--- src/rtl/predecode_queue.sv ---
// Fetch-bundle queue that predecodes control flow per lane at enqueue, truncates
// lanes past the first unconditional transfer, and presents the stored head entry.
module predecode_queue #(
    parameter int FETCH_WIDTH = 4,
    parameter int DEPTH       = 4,
    localparam int LANE_W     = (FETCH_WIDTH > 1) ? $clog2(FETCH_WIDTH) : 1,
    localparam int CNT_W      = $clog2(DEPTH + 1),
    localparam int PTR_W      = $clog2(DEPTH)
) (
    input  logic                     clk,
    input  logic                     reset,
    input  logic                     flush,
    input  logic                     in_valid,
    output logic                     in_ready,
    input  logic [63:0]              in_pc,
    input  logic [32*FETCH_WIDTH-1:0] in_insns,
    input  logic [FETCH_WIDTH-1:0]   in_mask,
    output logic                     out_valid,
    input  logic                     out_ready,
    output logic [63:0]              out_pc,
    output logic [32*FETCH_WIDTH-1:0] out_insns,
    output logic [4*FETCH_WIDTH-1:0] out_pd,
    output logic [FETCH_WIDTH-1:0]   out_mask,
    output logic                     out_has_cf,
    output logic [LANE_W-1:0]        out_cf_lane,
    output logic [CNT_W-1:0]         count
);

    // Handshake: a bundle moves on a rising edge when valid && ready are both high;
    // in_ready depends only on occupancy, and flush cancels both transfers that cycle.

    function automatic logic [3:0] classify(input logic [31:0] insn);
        logic [6:0] opcode;
        logic [4:0] rd;
        logic [4:0] rs1;
        logic       rd_link;
        logic       rs1_link;
        logic [3:0] cls;
        opcode   = insn[6:0];
        rd       = insn[11:7];
        rs1      = insn[19:15];
        rd_link  = (rd == 5'd1) || (rd == 5'd5);
        rs1_link = (rs1 == 5'd1) || (rs1 == 5'd5);
        cls      = 4'd0;
        case (opcode)
            7'h63: cls = 4'd1;
            7'h67: begin
                if (rd != 5'd0)    cls = 4'd6;
                else if (rs1_link) cls = 4'd2;
                else               cls = 4'd4;
            end
            7'h6f: cls = rd_link ? 4'd5 : 4'd3;
            default: cls = 4'd0;
        endcase
        return cls;
    endfunction

    logic [PTR_W-1:0] wr_ptr_q, wr_ptr_d;
    logic [PTR_W-1:0] rd_ptr_q, rd_ptr_d;
    logic [CNT_W-1:0] count_q, count_d;

    logic [63:0]               pc_mem    [DEPTH];
    logic [32*FETCH_WIDTH-1:0] insn_mem  [DEPTH];
    logic [4*FETCH_WIDTH-1:0]  pd_mem    [DEPTH];
    logic [FETCH_WIDTH-1:0]    mask_mem  [DEPTH];
    logic                      hascf_mem [DEPTH];
    logic [LANE_W-1:0]         lane_mem  [DEPTH];

    logic [4*FETCH_WIDTH-1:0] enq_pd;
    logic [FETCH_WIDTH-1:0]   enq_mask;
    logic                     enq_has_cf;
    logic [LANE_W-1:0]        enq_cf_lane;
    logic [3:0]               cls;
    logic                     trunc;
    logic                     wr_en;
    logic                     rd_en;

    // Once an unconditional transfer is seen, every later lane is dead.
    always_comb begin
        enq_pd      = '0;
        enq_mask    = '0;
        enq_has_cf  = 1'b0;
        enq_cf_lane = '0;
        cls         = 4'd0;
        trunc       = 1'b0;
        for (int i = 0; i < FETCH_WIDTH; i++) begin
            cls = in_mask[i] ? classify(in_insns[32*i +: 32]) : 4'd0;
            if (!trunc) begin
                enq_pd[4*i +: 4] = cls;
                enq_mask[i]      = in_mask[i];
                if (cls >= 4'd2) trunc = 1'b1;
            end
        end
        for (int i = FETCH_WIDTH - 1; i >= 0; i--) begin
            if (enq_pd[4*i +: 4] != 4'd0) begin
                enq_has_cf  = 1'b1;
                enq_cf_lane = LANE_W'(i);
            end
        end
    end

    assign in_ready  = (count_q != CNT_W'(DEPTH));
    assign out_valid = (count_q != '0);
    assign wr_en     = in_valid && in_ready && !flush && (in_mask != '0);
    assign rd_en     = out_valid && out_ready && !flush;

    always_comb begin
        wr_ptr_d = wr_ptr_q;
        rd_ptr_d = rd_ptr_q;
        count_d  = count_q;
        if (flush) begin
            wr_ptr_d = '0;
            rd_ptr_d = '0;
            count_d  = '0;
        end else begin
            if (wr_en) wr_ptr_d = wr_ptr_q + PTR_W'(1);
            if (rd_en) rd_ptr_d = rd_ptr_q + PTR_W'(1);
            case ({wr_en, rd_en})
                2'b10:   count_d = count_q + CNT_W'(1);
                2'b01:   count_d = count_q - CNT_W'(1);
                default: count_d = count_q;
            endcase
        end
    end

    always_ff @(posedge clk or negedge reset) begin
        if (!reset) begin
            wr_ptr_q <= '0;
            rd_ptr_q <= '0;
            count_q  <= '0;
        end else begin
            wr_ptr_q <= wr_ptr_d;
            rd_ptr_q <= rd_ptr_d;
            count_q  <= count_d;
        end
    end

    always_ff @(posedge clk) begin
        if (wr_en) begin
            pc_mem[wr_ptr_q]    <= in_pc;
            insn_mem[wr_ptr_q]  <= in_insns;
            pd_mem[wr_ptr_q]    <= enq_pd;
            mask_mem[wr_ptr_q]  <= enq_mask;
            hascf_mem[wr_ptr_q] <= enq_has_cf;
            lane_mem[wr_ptr_q]  <= enq_cf_lane;
        end
    end

    // Control-flow flags are gated so an empty queue never advertises a transfer.
    assign out_pc      = pc_mem[rd_ptr_q];
    assign out_insns   = insn_mem[rd_ptr_q];
    assign out_pd      = pd_mem[rd_ptr_q];
    assign out_mask    = mask_mem[rd_ptr_q];
    assign out_has_cf  = out_valid && hascf_mem[rd_ptr_q];
    assign out_cf_lane = out_valid ? lane_mem[rd_ptr_q] : '0;
    assign count       = count_q;

endmodule

--- config.mk ---
export PLATFORM = sky130hd
export DESIGN_NAME = predecode_queue
export DESIGN_NICKNAME = d
export VERILOG_FILES = /design/src/rtl/predecode_queue.sv
export SDC_FILE = /design/constraint.sdc
export NUM_CORES = 1
export LEC_CHECK = 0
export CAP_MARGIN = 5
export CORE_ASPECT_RATIO = 0.6
export CORE_MARGIN = 3
export CORE_UTILIZATION = 42
export CTS_CLUSTER_SIZE = 10
export DETAILED_ROUTE_END_ITERATION = 7
export GPL_ROUTABILITY_DRIVEN = 0
export GPL_TIMING_DRIVEN = 0
export PLACE_DENSITY = 0.66
export SLEW_MARGIN = 20
export SYNTH_ARGS = -nofsm -noshare
export SYNTH_HDL_FRONTEND = slang
export SYNTH_SLANG_ARGS = --single-unit
export TNS_END_PERCENT = 10
--- constraint.sdc ---
create_clock -name clk -period 14.3 [get_ports clk]
set_clock_uncertainty 0.05 [all_clocks]
set_input_delay 1.43 -clock clk [delete_from_list [all_inputs] [get_ports clk]]
set_output_delay 1.43 -clock clk [all_outputs]
set_load 0.02 [all_outputs]
==> flow_metrics.py <==
metrics = {
    "timing": {
        "drv_slew": 0,
        "rsz0062_at_grt": "false",
        "min_period_over_period_pct": 32.3,
        "setup_tns_ns": 0,
        "fin_crit_ns": 4.62,
        "maxSlewHeadroom_pct": 30.2,
        "setup_viol": 0,
        "clock.fmax_mhz": 217,
        "finalHoldViolations": 0,
        "tightest_slew_ns": 1.05,
    },
    "clocking": {
        "postCtsSetupRepairBufs": 0,
        "cts_buffers": 95,
        "hold_buffers": 0,
        "cts_tree": "yes",
        "cts_root_buf": "clkbuf_16",
        "cts.htree.levels": 3,
        "worstSkewPairLatency_ns": 0.62,
        "post_cts_resized": 0,
        "cts.sinks": 851,
        "clk_pin_slew_ns": 0.05,
        "clockBufferDepth": 3,
    },
    "synthesis": {
        "synth_xor_area_share_pct": 0.155,
        "ys_types": 55,
        "synthTopCellsByArea": "edfxtp_1 (81%), mux4_2 (15%), dfrtp_1 (0.56%)",
        "synth_area_sq_um": 31400,
        "synth.largest_area_cell": "edfxtp_1",
        "synth_enable_flop_cells": 844,
        "synthAdderAreaFrac_pct": 0.223,
        "yosys.area.top_type_share_pct": 80.6,
        "yosys.area_share.simple_pct": 1.58,
        "synthCells": 1245,
        "yosys_warnings": 0,
        "seq_area_frac_synth_pct": 81.2,
        "synthFlopType": "edfxtp_1",
        "async_flop_share_pct": 0.823,
        "ys_ff_latch": 851,
        "synth.avg_cell_area_sq_um": 25.2,
        "synth_compound_area_share_pct": 0.705,
        "synth_top_family_by_area": "multiplexers",
        "synthMuxAreaShare_pct": 15.2,
    },
    "global_route": {
        "grt.total_usage_pct": 17.7,
        "antenna_found_initial": 7,
        "grt_max_degree": 45,
        "grt-ovfl-total": 0,
        "grt_pass1_wl_um": 102000,
        "grt_pass1_vias": 15651,
    },
    "critical_path": {
        "crit_top_cell": "buf_2",
        "path_delay_family": "buffers and inverters",
        "worstSetupStartpointType": "register",
        "slowest_stage": "mux4_2",
        "cpPeakStageDelay_ns": 0.60,
        "cp_data_arrival_time_ns": 3.14,
        "critPathKind": "reg -> out",
        "timing.critical_path.buf_inv": 4,
        "path_max_fanout": 10,
        "crit_path_end_kind": "output port",
        "cp_cell_sequence": "buf_2 > buf_2 > buf_2 > mux4_2 > clkdlybuf4s50_1",
        "cp.required_ns": 12.82,
    },
    "drt": {
        "ant_nets": 0,
        "drcViolationCount": 0,
        "wl_per_cell_um": 24.8,
        "vias_per_cell": 5.34,
        "highest_layer": "met5",
        "met2_wirelength_um": 32800,
        "drt_first_iter_violations": 1184,
        "drt_pass1_iterations": 5,
        "drt-total-wl_um": 69100,
        "vias": 14876,
        "wl_met3_um": 4700,
        "drt-met1-wl_um": 30200,
    },
    "placed_design": {
        "port_buffers": 415,
        "hpwl_um": 45500,
    },
    "floorplanning": {
        "start_util_pct": 42.5,
        "die_area_sq_um": 78300,
        "dieWidth_um": 359,
        "rows": 77,
        "die_h_um": 218,
        "coreArea_sq_um": 73900,
        "ios": 421,
    },
    "cells_and_area": {
        "area_growth_pct": 27.1,
        "utilization_pct": 54.1,
        "ff_latch_area_sq_um": 25500,
        "nFillCells": 5536,
        "final_cell_mix": "edfxtp_1 (844), clkdlybuf4s50_1 (415), mux4_2 (211), clkbuf_16 (97), buf_2 (25)",
        "drive_gt1_share_pct": 21.6,
        "mostFrequentLayoutCell": "edfxtp_1",
        "fin_nets": 1988,
        "multi_input_comb_area_sq_um": 5630,
    },
    "power": {
        "peakVddDrop_mv": 0.0878,
        "leakage_nw": 12.5,
        "powerDensity_nw_per_um2": 162,
    },
    "status": {
        "status": "completed",
    },
    "flow_run": {
        "cap_viol_max_count": 0,
    },
    "worst_hold_path": {
        "holdCritPathClass": "reg -> reg",
    },
}
==> metrics by stage <==
stage,std cells,area [sq um],worst slack (ns),power [mW],hold slack [ns]
after floorplan,1248,31400,6.73,3.81,0.505
after detailed placement,2672,37400,9.63,4.49,0.526
final,2788,40000,9.68,6.49,0.532
after global placement,2650,36800,1.71,4.51,0.515
after global routing,2787,40000,9.47,6.77,0.555
after CTS,2787,40000,9.50,6.60,0.540
==> cell families (layout without fill, tap and decap cells) <==
logic type | count (synthesis) | after routing
AOI/OAI and AO/OA | 30 | 30
xor gates and xnor gates | 4 | 4
adders and majority gates | 5 | 5
buffers and inverters | 61 | 613
DFF | 851 | 851
muxes | 212 | 212
other | 1 | 5
and+or+nand+nor | 81 | 81
==> worst reg2reg max path: stages, from the launching register on <==
cell	delay [ns]
dfrtp_1	0.48
nor3b_1	0.23
nor3_2	0.56
and2_4	0.48
buf_12	0.25
buf_12	0.25
buf_16	0.28
==> where the power goes <==
| group | internal [mW] | total (mW) | leakage (nW) | switching (mW) |
|---|---|---|---|---|
| clock | 1.22 | 2.08 | 1.25 | 0.864 |
| sequential | 2.87 | 2.89 | 7.80 | 0.0271 |
| combinational | 0.747 | 1.51 | 3.48 | 0.767 |
==> cells in the mapped netlist (all sizes together), types with 4 or more instances <==
library cell	n
edfxtp	844
mux4	211
buf	50
nor3	16
nor2	11
nor2b	8
dfrtp	7
inv	7
nand2	7
a21oi	6
and2	6
nand4	6
clkbuf	4
ha	4
nand3	4
nor3b	4
or4b	4
==> flip-flops by register name, summed over array words and instances, names as in the netlist <==
name       flops
count          3
insn_mem     512
hascf_mem      4
rd_ptr_q       2
lane_mem       8
pc_mem       256
mask_mem      16
pd_mem        48
wr_ptr_q       2
==> layer usage <==
metal	vias up	global-route usage (%)
met5	-	0
met4	8	4.37
met3	107	4.95
met2	434	27.3
met1	7891	25.2
li1	6436	-
==> worst paths after layout <==
path                             start        endpoint  slack [ns]  cells after the start
min                        wr_ptr_q[0]     wr_ptr_q[0]        0.53                      1
min in group asynchronous        reset        count[0]        1.03                      1
min reg2reg                wr_ptr_q[0]     wr_ptr_q[0]        0.53                      1
max                        rd_ptr_q[0]   out_insns[88]        9.68                      5
max reg2reg                   count[2]  insn_mem[3][2]       11.32                      6
max in group asynchronous        reset     wr_ptr_q[1]       12.92                      1
==> area by class of cell <==
type | count | area share, %
diodes | 1 | 0.00626
plain buffers | 54 | 0.708
clock buffers | 109 | 6.19
clock inverters | 6 | 0.175
inverters | 7 | 0.0658
multi-input cells | 336 | 14.1
flip-flops and latches | 851 | 63.9
well taps | 987 | 3.09
repair buffers | 437 | 11.8
Power figures use the tool's default switching activity.
==> RTL edit: new RTL, same settings <==
Set the parameter `FETCH_WIDTH` to 8 (it was 4).
--- a/src/rtl/predecode_queue.sv
+++ b/src/rtl/predecode_queue.sv
@@ -1,7 +1,7 @@
 // Fetch-bundle queue that predecodes control flow per lane at enqueue, truncates
 // lanes past the first unconditional transfer, and presents the stored head entry.
 module predecode_queue #(
-    parameter int FETCH_WIDTH = 4,
+    parameter int FETCH_WIDTH = 8,
     parameter int DEPTH       = 4,
     localparam int LANE_W     = (FETCH_WIDTH > 1) ? $clog2(FETCH_WIDTH) : 1,
     localparam int CNT_W      = $clog2(DEPTH + 1),
Interface: changed (6 resized); port bits go from 421 to 702. The function was not compared with the original's and may differ.
==> RTL edit against the original RTL <==
- cell area grew 68%
- die area grew 66%
- setup slack lost 0.64 ns
- critical path depth is the same
- power grew 83%
- largest cell class unchanged
- area after synthesis grew 68%
- routed wire length grew 84%
- critical endpoint is now out_insns[34]
- sequential cell count grew 580
- largest power group unchanged
==> RTL edit: results <==
[pwr]
pg_comb_mw = 3.31
leakage_nw = 21.1
netSwitchingPower_mw = 3.30
p_clk_share_pct = 30.4
ir_drop_v = 0.000119
p_clk_mw = 3.61

[routing]
wire_per_inst_um = 26.8
met2_length_mm = 63.1
wl_met1_mm = 50.1
drtIter0Drc = 2087
wl_met3_mm = 9.19

[sta]
tightest_slew_ns = 1.05

[place]
placed_cell_area_sq_um = 62800
hpwl_mm = 86.0
io_buffer_count = 692

[clocking]
h-tree-depth = 4
worstSkewPairLatency_ns = 0.73
cts_buffers = 162

[global_routing]
gr-usage-met2_pct = 31.3
grt.met1_usage_pct = 24.8
grtUsageMet3_pct = 5.66
grt_pass1_vias = 26946
grt_max_degree = 50
grt_usage_pct = 19.3
grt_pass1_wl_mm = 183

[logic_synthesis]
synth_edf_count = 1424
synth.area.mux_share_pct = 15.2
async_flop_share_pct = 0.489
synth_compound_area_share_pct = 0.665
synth_fa_ha_area_share_pct = 0.133
ys_top_cells_by_area = "edfxtp_1 81%, mux4_2 15%, buf_2 0.38%"
synthTopCellsByCount = "1424 x edfxtp_1, 356 x mux4_2, 40 x buf_2, 23 x clkbuf_1"

[final_layout]
drive_above_1_share_pct = 21.1
nNetsFinal = 3342
largestRegisters = "insn_mem: 1024 flops, pc_mem: 256 flops, pd_mem: 96 flops"
utilization_pct = 54.0

[critical_path]
rrSetupSlack_ns = 10.67
r2r_cells = 8
r2r_end = "insn_mem[0][182]"
max_stage_delay_ns = 0.80
slowest_stage = "clkbuf_1"
crit_start = "rd_ptr_q[1]"

[outcome]
outcome = "finished, final reports clean"
==> RTL edit: through the flow <==
step / worst slack (ns) / std cells / hold slack [ns] / setup TNS (ns)
floorplan: 3.32 / 2114 / 0.505 / 0
global placement: -4.06 / 4489 / 0.515 / -5702.80
detailed placement: 8.95 / 4523 / 0.545 / 0
CTS: 8.86 / 4721 / 0.556 / 0
global route: 8.78 / 4730 / 0.590 / 0
finish: 9.04 / 4735 / 0.561 / 0
==> RTL edit: layout make-up <==
class                   instances  share of cell area [%]
diodes                         14                  0.0521
repair buffers                726                    11.6
clock inverters                13                   0.259
inverters                      16                  0.0893
multi-input cells             575                    14.1
flip-flops and latches       1431                    63.8
clock buffers                 185                    6.33
well taps                    1683                    3.13
plain buffers                  92                   0.658
==> RTL edit: worst register-to-register path, cell delays in order, from the launching register on <==
cell and delay [ns]:
dfrtp_1 0.43, nor3b_2 0.25, a2111oi_4 0.48, buf_4 0.25
and2_4 0.59, buf_12 0.32, buf_12 0.32, buf_16 0.28
buf_16 0.28
